--- config.mk ---
export PLATFORM = sky130hd
export DESIGN_NAME = pc_redirect_ctrl
export DESIGN_NICKNAME = d
export VERILOG_FILES = /design/src/rtl/pc_redirect_ctrl_pkg.sv /design/src/rtl/pc_redirect_ctrl_target.sv /design/src/rtl/pc_redirect_ctrl.sv
export SDC_FILE = /design/constraint.sdc
export NUM_CORES = 1
export LEC_CHECK = 0
export CORE_MARGIN = 2
export CORE_UTILIZATION = 43
export CTS_CLUSTER_DIAMETER = 40
export CTS_CLUSTER_SIZE = 16
export DETAILED_ROUTE_END_ITERATION = 7
export HOLD_SLACK_MARGIN = 0.03
export PLACE_DENSITY = 0.88
export SKIP_LAST_GASP = 1
export SYNTH_ARGS = -nofsm -noshare
export SYNTH_HDL_FRONTEND = slang
export SYNTH_SLANG_ARGS = --single-unit
--- constraint.sdc ---
create_clock -name clk -period 1.47 [get_ports clk]
set_input_delay 0.294 -clock clk [delete_from_list [all_inputs] [get_ports clk]]
set_output_delay 0.294 -clock clk [all_outputs]
set_load 0.02 [all_outputs]
--- src/rtl/pc_redirect_ctrl_pkg.sv ---
// Shared types and defaults for the fetch-side PC redirect controller.
`timescale 1ns/1ps
package pc_redirect_ctrl_pkg;

    localparam int DEF_PC_W = 16;
    localparam logic [DEF_PC_W-1:0] DEF_RESET_PC = 16'h0000;

    // Fetch control states; HALT and ERR are only left through reset.
    typedef enum logic [1:0] {
        ST_RUN  = 2'd0,
        ST_HOLD = 2'd1,
        ST_HALT = 2'd2,
        ST_ERR  = 2'd3
    } pc_state_e;

endpackage

--- src/rtl/pc_redirect_ctrl_target.sv ---
// Branch/jump target computation: displacement (pc_add2 + disp) or
// register (rs + imm) target, modulo 2^PC_W, plus the misalign flag.
// Kept standalone so the EX-stage branch compare can reuse it.
`timescale 1ns/1ps
module pc_target_calc #(
    parameter int PC_W = 16
) (
    input  logic            jump_b_sel,
    input  logic [PC_W-1:0] pc_add2,
    input  logic [PC_W-1:0] disp,
    input  logic [PC_W-1:0] rs,
    input  logic [PC_W-1:0] imm,
    output logic [PC_W-1:0] tgt,
    output logic            misalign
);

    // Select the target source; carries out of the sum are dropped.
    always_comb begin
        tgt      = jump_b_sel ? (pc_add2 + disp) : (rs + imm);
        misalign = tgt[0];
    end

endmodule

--- src/rtl/pc_redirect_ctrl.sv ---
// Fetch PC owner: sequential increment, EX-resolved redirects, icache
// backpressure via a held redirect target, pipeline flushes, halt and
// misaligned-target stop.
//
// Icache handshake: fetch_req is a level request for the address on pc;
// pc stays stable while a fetch is outstanding. if_ready is a one-cycle
// completion strobe: on any cycle it is high the fetch at pc is done and
// pc may move on the next edge.
`timescale 1ns/1ps
module pc_redirect_ctrl
    import pc_redirect_ctrl_pkg::*;
#(
    parameter int              PC_W     = DEF_PC_W,
    parameter logic [PC_W-1:0] RESET_PC = DEF_RESET_PC
) (
    input  logic            clk,
    input  logic            rst,
    input  logic            if_ready,
    input  logic            stall_hz,
    input  logic            halt_in,
    input  logic            ex_redirect,
    input  logic            ex_jump_B_sel,
    input  logic [PC_W-1:0] ex_pc_add2,
    input  logic [PC_W-1:0] ex_disp,
    input  logic [PC_W-1:0] ex_rs,
    input  logic [PC_W-1:0] ex_imm,
    output logic [PC_W-1:0] pc,
    output logic [PC_W-1:0] pc_add2,
    output logic            fetch_req,
    output logic            flush_ifid,
    output logic            flush_idex,
    output logic            redirect_busy,
    output logic            halted,
    output logic            misalign_err,
    output logic [1:0]      state_dbg
);

    pc_state_e       state;
    logic [PC_W-1:0] pc_q;
    logic [PC_W-1:0] tgt_q;
    logic            misalign_q;
    logic [PC_W-1:0] tgt;
    logic            tgt_misalign;

    pc_target_calc #(.PC_W(PC_W)) u_target (
        .jump_b_sel (ex_jump_B_sel),
        .pc_add2    (ex_pc_add2),
        .disp       (ex_disp),
        .rs         (ex_rs),
        .imm        (ex_imm),
        .tgt        (tgt),
        .misalign   (tgt_misalign)
    );

    // PC, pending target, sticky error and control state.
    always_ff @(posedge clk or posedge rst) begin
        if (rst) begin
            state      <= ST_RUN;
            pc_q       <= RESET_PC;
            tgt_q      <= '0;
            misalign_q <= 1'b0;
        end else begin
            case (state)
                ST_RUN: begin
                    // A redirect outranks both halt and hazard stall.
                    if (ex_redirect) begin
                        if (tgt_misalign) begin
                            state      <= ST_ERR;
                            misalign_q <= 1'b1;
                        end else if (if_ready) begin
                            pc_q <= tgt;
                        end else begin
                            // Keep pc so the in-flight access finishes intact.
                            tgt_q <= tgt;
                            state <= ST_HOLD;
                        end
                    end else if (halt_in) begin
                        state <= ST_HALT;
                    end else if (if_ready && !stall_hz) begin
                        pc_q <= pc_q + PC_W'(2);
                    end
                end
                ST_HOLD: begin
                    // Stall and further redirects are not looked at here.
                    if (if_ready) begin
                        pc_q  <= tgt_q;
                        state <= ST_RUN;
                    end
                end
                default: begin
                    state <= state;
                end
            endcase
        end
    end

    // Flushes: full flush on an accepted redirect, IF/ID only when the
    // wrong-path word returns at the end of a held redirect.
    always_comb begin
        flush_ifid = 1'b0;
        flush_idex = 1'b0;
        if (!rst) begin
            if (state == ST_RUN && ex_redirect && !tgt_misalign) begin
                flush_ifid = 1'b1;
                flush_idex = 1'b1;
            end else if (state == ST_HOLD && if_ready) begin
                flush_ifid = 1'b1;
            end
        end
    end

    // Status outputs decoded from the registered state.
    always_comb begin
        pc            = pc_q;
        pc_add2       = pc_q + PC_W'(2);
        fetch_req     = !rst && (state == ST_RUN || state == ST_HOLD);
        redirect_busy = (state == ST_HOLD);
        halted        = (state == ST_HALT);
        misalign_err  = misalign_q;
        state_dbg     = state;
    end

endmodule

==> results.md, run 1 <==
- Post-DP HPWL: 10600 um
- Die H: 95.1 um
- Largest cells by area after synthesis: dfrtp_1 23%, ha_1 11%, a21oi_1 6.4%, xnor2_1 5.4%, nand2_1 4.9%
- Seq/Total Area, Yosys: 0.231
- Clk sink count: 33
- Row cnt: 33
- Synth area leader: dfrtp_1
- Syn Inst Count: 453
- Outcome: did not finish
- Error: [ERROR DPL-0038] Utilization greater than 100%, impossible to legalize
- Fraction of registers with async set/reset: 1.00
- Die width: between 90 and 100 um
- # port buffers: 108
- # IOs: ~110
- H-tree depth: 2
- Clock buffer depth: 2
- Syn Area/Cell: 7.89 um2
- Main synth FF type: dfrtp_1
- Worst_ep grt: tgt_q[14]$_DFFE_PP0P_/D
- CTS root buf: clkbuf_8
- Total CTS buffers: 5
- Seq cells post-synth: 33
- Routability Congestion: between 0.8 and 0.9
- Cts hold-fix bufs: 0
- Last step reached: global routing (5_1_grt)
- Netlist cell types: 72
- Worst endpoint type: sequential cell input
- Yosys warns: 0
- Placed cells: 789
- Initial Util: 0.439
- Yosys top cell area share: 0.231
- Post-synth EDFFs: 0
- Largest net degree at the start of global routing: 34
- Setup WS pre-CTS: -1.32 ns
- Synthesized area: 0.00357 mm2
-- synthesized netlist by cell type, types with 4 or more instances --
cell,n
xnor2_1,22
nand2_1,47
clkbuf_1,8
o211ai_1,7
xor2_1,15
a21oi_1,46
nand2b_1,5
a21o_1,6
and3_1,4
a211oi_1,4
nor2b_1,4
dfrtp_1,33
mux2_2,5
a31oi_1,5
o22ai_1,4
nand4_1,4
mux2i_1,9
nand3_1,15
o21ai_1,8
inv_1,13
o21a_1,5
nor3_1,16
o21ai_0,25
nor2_1,42
buf_2,8
ha_1,31
-- metrics by stage --
| step | hold WS [ns] | cell area (um2) |
|---|---|---|
| after detailed placement | 0.483 | 6310 |
| after global placement | 0.465 | 6310 |
| after floorplan | 0.376 | 4140 |
| after CTS | 0.427 | 7450 |
-- cell families after synthesis --
kind of cell / Yosys count / share of synthesized area
other: 1 / 0.00105
adder cells (fa/ha/maj): 33 / 0.120
buffers and inverters: 36 / 0.0441
AO/OA/AOI/OAI: 147 / 0.271
XOR/XNOR: 37 / 0.0907
AND/OR/NAND/NOR: 151 / 0.198
multiplexers: 15 / 0.0441
flip-flops: 33 / 0.231
-- what timing repair did --
item | 4_1_cts
cloned | 2
endpoints found under the hold margin | 0
pin swaps | 124
buffers inserted | 40
setup endpoints to repair | 70
resized for setup | 443
==> run 2: changes to the inputs <==
CORE_UTILIZATION = 37   (was 43)
CTS_CLUSTER_DIAMETER = not set   (was 40)
CTS_CLUSTER_SIZE = not set   (was 16)
HOLD_SLACK_MARGIN = not set   (was 0.03)
PLACE_DENSITY = not set   (was 0.88)
PLACE_DENSITY_LB_ADDON = 0.15   (was not set)
clock period = 1.91 ns   (was 1.47 ns; I/O delays follow)
==> results.md, run 2 <==
- Multi-input gate area: 0.00353 mm2
- Outcome: finished, violations left
- Maxcap violations: 0
- Die H: ~100 um
- Row cnt: 35
- Synth Area in Adders: 0.120
- Yosys top cell area share: 0.231
- Tot Pwr: 3.60 mW
- Period minus WS final: 2.11 ns
- DR vias/cell: ~5.3
- M3 GR Usage: 0.0205
- Die area: about 0.010 mm2
- Clock buffer depth: 2
- Final Hold Fails: 0
- Final setup fails: 18
- GRT Residual Overflow: 0
- Crit path arrival time: between 2 and 2.5 ns
- Seq/Total Area, Yosys: 0.231
- Crit. Startpoint: ex_imm[0]
- # diodes: 0
- CTS root buf: clkbuf_8
- Setup WS pre-CTS: -0.913 ns
- HP Start: misalign_err
- First-pass GRT wire length: roughly 20000 um
- H-tree depth: 2
- Post-layout nets: ~820
- Largest net degree at the start of global routing: 34
- Syn Inst Count: 453
- Share of cells above drive strength 1: 0.496
- Vias in the first global route: between 4k and 5k
- Most frequent cell after synthesis: nand2_1
- Tightest Pin Transition: 0.502 ns
- Die width: 102 um
- First DRT Iteration DRCs: 130
- CTS tree: built
- Synth Area in Simple Gates: 0.198
- Worst-path clk slew: 0.08 ns
- Vias: 4433
- Routability Congestion: 0.868
- Post-DP HPWL: 9350 um
- Worst Path Required: 2.12 ns
- VDD IR max: 0.000340 V
- Syn Area/Cell: 7.89 um2
- Initial Util: 0.385
- RSZ-0062 raised after global routing: yes
- DRC Markers: 0
- Synth-to-layout area growth: 93.6%
- Cts hold-fix bufs: 0
- Normalized max-slew margin: 0.662
- Synthesized area: 0.00357 mm2
- Failing checks: setup timing
- Register area: 831 um2
- Seq cells post-synth: 33
- Critical path startpoint category: input pin
- Met2 Use GR: 0.437
- Final Cycle Share: 1.11
- Clk sink count: 33
- Worst setup margin: -0.204 ns
- Gr usage total: 0.237
- Max FO, Critical Path: 4
- CORE AREA: 0.00928 mm2
- Slew Limit Fails: 0
- Total CTS buffers: 5
- Type of the tightest min-delay check: flop to flop
- Setup CP Type: input pin to flop
- Most common cell after layout, fill and taps aside: buf_4
- Clock skew: between 0.006 and 0.007 ns
- Filler cell count: 679
- Routed len/inst: between 15 and 20 um
- Synth Area in XOR/XNOR: 0.0907
- Post-synthesis mux area share: 0.0441
- Clock Latency Late Sink: between 0.2 and 0.3 ns
- Final Routed Wirelength: 13200 um
- CP Capture Type: flop
- Initial DRT Pass Iterations: 5
- Synth area leader: dfrtp_1
- Busiest grt layer: met2
- # port buffers: 108
- Initial antenna violation count: 0
- Worst R2R Start: pc[6]
- Compound-Gate Fraction of Synth Area: 0.271
- Fmax: 473 MHz
- Yosys warns: 0
- Lkg Pwr: between 3 and 4 nW
- Commonest non-fill, non-tap cells in the layout: 166 x buf_4, 42 x nand2_1, 38 x nor2_1, 30 x a21oi_1, 30 x ha_4
- Power per Cell Area: 520 mW/mm2
- Post-synth EDFFs: 0
- Fraction of registers with async set/reset: 1.00
- Netlist cell types: just over 70
- # IOs: 111
- Routed Antenna Nets: 0
- Main synth FF type: dfrtp_1
- Top post-synthesis cells by count: 47 x nand2_1, 46 x a21oi_1, 42 x nor2_1
- Largest family of logic cells by synthesized area: compound AO/OA/AOI/OAI gates
- Met1 GRT Util: 0.295
- Largest cells by area after synthesis: dfrtp_1 23%, ha_1 11%, a21oi_1 6.4%, xnor2_1 5.4%, nand2_1 4.9%
## run 2: cell type report
| cell class | instances | area share |
|---|---|---|
| Clock inverter | 3 | 0.00669 |
| Clock buffer | 5 | 0.00995 |
| Inverter | 15 | 0.00850 |
| Multi-Input combinational cell | 385 | 0.511 |
| Timing Repair Buffer | 273 | 0.320 |
| Tap cell | 129 | 0.0233 |
| Sequential cell | 33 | 0.120 |
## run 2: worst paths after layout
kind | endpoint | slack (ns) | depth (start not counted)
worst max-delay path | pc[10] | -0.20 | 10
min in group asynchronous | tgt_q[1] | 0.60 | 3
worst min-delay path | misalign_err | 0.47 | 1
worst min register to register | misalign_err | 0.47 | 1
max in group asynchronous | pc[3] | 0.99 | 3
worst max register to register | pc[12] | -0.03 | 10
## run 2: metal layers
layer | vias up | part of all wire
met3 | 23 | 0.041
li1 | 2168 | -
met5 | - | 0
met2 | 138 | 0.51
met1 | 2104 | 0.43
met4 | 0 | 0.019
## run 2: worst max-delay path, stage by stage
cell and delay (ns):
buf_6 0.10, ha_4 0.15, fa_2 0.34, a21o_1 0.20
a221oi_4 0.41, nor2_4 0.09, o22ai_2 0.15, xnor2_2 0.08
a221o_1 0.31, a22oi_2 0.12
## run 2: cells by family (layout without fill, tap and decap cells)
family / after synthesis / count (layout)
other cells: 1 / 2
xor+xnor: 37 / 37
fa+ha+maj: 33 / 33
compound gates: 147 / 147
simple gates: 151 / 151
mux: 15 / 15
flops: 33 / 33
buf+inv: 36 / 296
## run 2: power by group
part	internal [mW]	leakage [nW]	switching, mW
sequential	0.787	0.422	0.0623
clock	0.391	0.0543	0.295
combinational	1.08	2.65	0.984
total	2.26	3.13	1.34
## run 2: metrics by stage
| stage | cells | hold WS (ns) | util | TNS, ns | area, um2 |
|---|---|---|---|---|---|
| after floorplan | 454 | 0.464 | - | -2.00 | 3780 |
| after global placement | 799 | 0.444 | 0.634 | -23.76 | 5890 |
| after detailed placement | 799 | 0.448 | 0.634 | -25.06 | 5890 |
| after CTS | 826 | 0.465 | 0.707 | -1.57 | 6570 |
| after global routing | 843 | 0.497 | 0.745 | -3.53 | 6920 |
| final | 843 | 0.467 | 0.745 | -1.74 | 6920 |
## run 2: repair_timing
item | 4_1_cts | 5_1_grt
resized for setup | 284 | 80
setup endpoints to repair | 48 | 38
pin swaps | 83 | 57
endpoints found under the hold margin | 0 | 0
buffers inserted | 20 | 17
Note: power is estimated with default switching activity, not from simulation.
==> run 3: changes to the inputs <==
GPL_TIMING_DRIVEN = 0   (was not set)
PLACE_DENSITY = 0.74   (was not set)
PLACE_DENSITY_LB_ADDON = not set   (was 0.15)
==> results.md, run 3 (synthesis results as in run 2) <==
- Outcome: finished, violations left
- Failing checks: setup timing
- Largest stage delay on the critical path: 0.41 ns
- Maxcap violations: 0
- Reg2Reg Capture Point: tgt_q[12]
- Type of the tightest min-delay check: input pin to asynchronous set/reset pin
- First-pass GRT wire length: 21000 um
- DRC Markers: 0
- GRT Residual Overflow: 0
- Share of cells above drive strength 1: 0.479
- Register-to-Register Path Depth: 7
- Worst R2R Start: state_dbg[0]
- Gr usage total: 0.253
- Metal-1 WL: 5820 um
- Final Cycle Share: 1.12
- Vias in the first global route: between 4k and 5k
- Largest net degree at the start of global routing: 34
- Max FO, Critical Path: 4
- Fmax: 469 MHz
- Placed instance area: roughly 0.0050 mm2
- CP Capture Type: output pin
- CP max-delay cell: dfrtp_2
- Clk network pwr share: 0.189
- Worst-path clk slew: 0.08 ns
- CORE AREA: 0.00928 mm2
- # diodes: 0
- Fin area: 0.00667 mm2
- Normalized max-slew margin: 0.646
- Clk sink count: 33
- Critical path startpoint category: flop
- Die H: 102 um
- Row cnt: 35
- H-tree depth: 2
- RSZ-0062 raised after global routing: yes
- Routed Antenna Nets: 0
- Lkg Pwr: 2.89 nW
- Initial Util: 0.385
- First DRT Iteration DRCs: 205
- Power per Cell Area: ~540 mW/mm2
- CTS tree: built
- DR vias/cell: approximately 5.7
- Tightest Pin Transition: 0.531 ns
- Final Hold Fails: 0
- Clock Latency Late Sink: roughly 0.3 ns
- Period minus WS final: 2.13 ns
- CP top delay family: simple AND/OR/NAND/NOR gates
- Clock skew: 0.0103 ns
- Routed len/inst: 18.7 um
- Met2 wire len: approximately 7700 um
- P_int: 2.20 mW
- Setup CP Type: flop to output pin
- Final setup TNS: -2.91 ns
- # port buffers: between 100 and 150
- Routed length on met3: 772 um
- CTS root buf: clkbuf_8
- Comb pwr share: 0.566
- Crit path arrival time: 1.75 ns
- Worst path buffer plus inverter count: 2
- Worst Path Required: 1.53 ns
- Final Routed Wirelength: 14600 um
- Vias: approximately 4.4k
- # IOs: 111
- Final setup fails: 25
- Slew Limit Fails: 0
- Die area: 0.0105 mm2
- Crit-path cells: nand4_4 > buf_12 > nor2_4 > and3_4 > xor2_2 > buf_4
- Sequential fraction of design power: 0.244
- Post-DP HPWL: roughly 9000 um
- Worst setup margin: -0.221 ns
- Commonest non-fill, non-tap cells in the layout: 82 x buf_4, 39 x nand2_1, 38 x nor2_1, 30 x buf_6, 30 x a21oi_1
- R2r setup slk: 0.02 ns
- Clock buffer depth: 2
- Top sig layer: met4
- Initial antenna violation count: 0
- VDD IR max: approximately 0.00029 V
- Post-layout nets: 756
- Most common cell after layout, fill and taps aside: buf_4
- Filler cell count: approximately 700
- Initial DRT Pass Iterations: 6
- Total CTS buffers: 5
- P_sw: around 1.4 mW
- Sw Share: 0.391
- Synth-to-layout area growth: 86.7%
- Die width: 102 um
- Routability Congestion: 0.857
==> run 3: cell count changes in the layout (fill, tap and decap cells not counted), moves of 4 or more <==
| cell | before | now |
|---|---|---|
| clkbuf_2 | 9 | 17 |
| buf_12 | 0 | 4 |
| dlygate4sd2_1 | 28 | 24 |
| buf_4 | 166 | 82 |
| dfrtp_2 | 4 | 12 |
| clkdlybuf4s15_1 | 9 | 5 |
| buf_6 | 16 | 30 |
| dfrtp_1 | 29 | 21 |
| o21ai_2 | 13 | 9 |
==> run 3: layout make-up <==
type                            count  area (um2)  area share
Clock buffer                        5        68.8      0.0103
Buffer                             18         130      0.0195
Timing Repair Buffer              194        1700       0.255
Inverter                           15        60.1     0.00900
Tap cell                          129         161      0.0242
Sequential cell                    33         841       0.126
Clock inverter                      3        46.3     0.00694
Multi-Input combinational cell    385        3660       0.548
==> run 3: metal layers <==
metal	GRT usage	vias up
li1	-	2056
met1	0.313	2142
met2	0.464	197
met3	0.0253	31
met4	0.0779	0
met5	0	-
==> run 3: per-stage QoR <==
step	util	instances	power, mW	hold WS (ns)	setup slack [ns]
6_report	0.718	782	3.61	0.412	-0.221
5_1_grt	0.718	782	3.77	0.452	-0.272
4_1_cts	0.657	757	3.32	0.470	-0.242
3_5_place_dp	0.540	690	2.29	0.452	-1.02
3_3_place_gp	0.540	690	2.25	0.454	-0.964
2_1_floorplan	-	454	1.74	0.464	-0.262
==> run 3: worst register-to-register path, stage by stage, from the launching register on <==
cell      delay (ns)
dfrtp_2         0.48
nor3b_4         0.22
nand2_2         0.14
buf_4           0.16
or2_2           0.32
nor2_1          0.20
and2_1          0.18
a311oi_2        0.04
==> run 3: what timing repair did <==
action	4_1_cts	5_1_grt
hold buffers	0	0
endpoints found under the hold margin	0	0
pin swaps	85	75
gates resized for setup	310	122
endpoints found under the setup margin	49	44
setup buffers	61	26
==> run 3: how the worst max path moves through the flow <==
stage / depth (start not counted) / to / start / slack, ns
after floorplan: 9 / tgt_q[12] / ex_rs[0] / -0.26
after global placement: 10 / tgt_q[12] / ex_pc_add2[0] / -0.96
after detailed placement: 10 / tgt_q[12] / ex_pc_add2[0] / -1.02
after CTS: 10 / pc[10] / ex_imm[0] / -0.24
after global routing: 6 / pc_add2[15] / pc[3] / -0.27
final: 6 / pc_add2[15] / pc[6] / -0.22
==> run 3: power by group through the flow <==
stage          Clock [mW]  Combinational [mW]  Sequential [mW]
6_report            0.684                2.04            0.883
5_1_grt             0.708                2.17            0.892
4_1_cts             0.686                1.76            0.873
3_5_place_dp            0                1.39            0.894
3_3_place_gp            0                1.37            0.887
2_1_floorplan           0               0.811            0.927
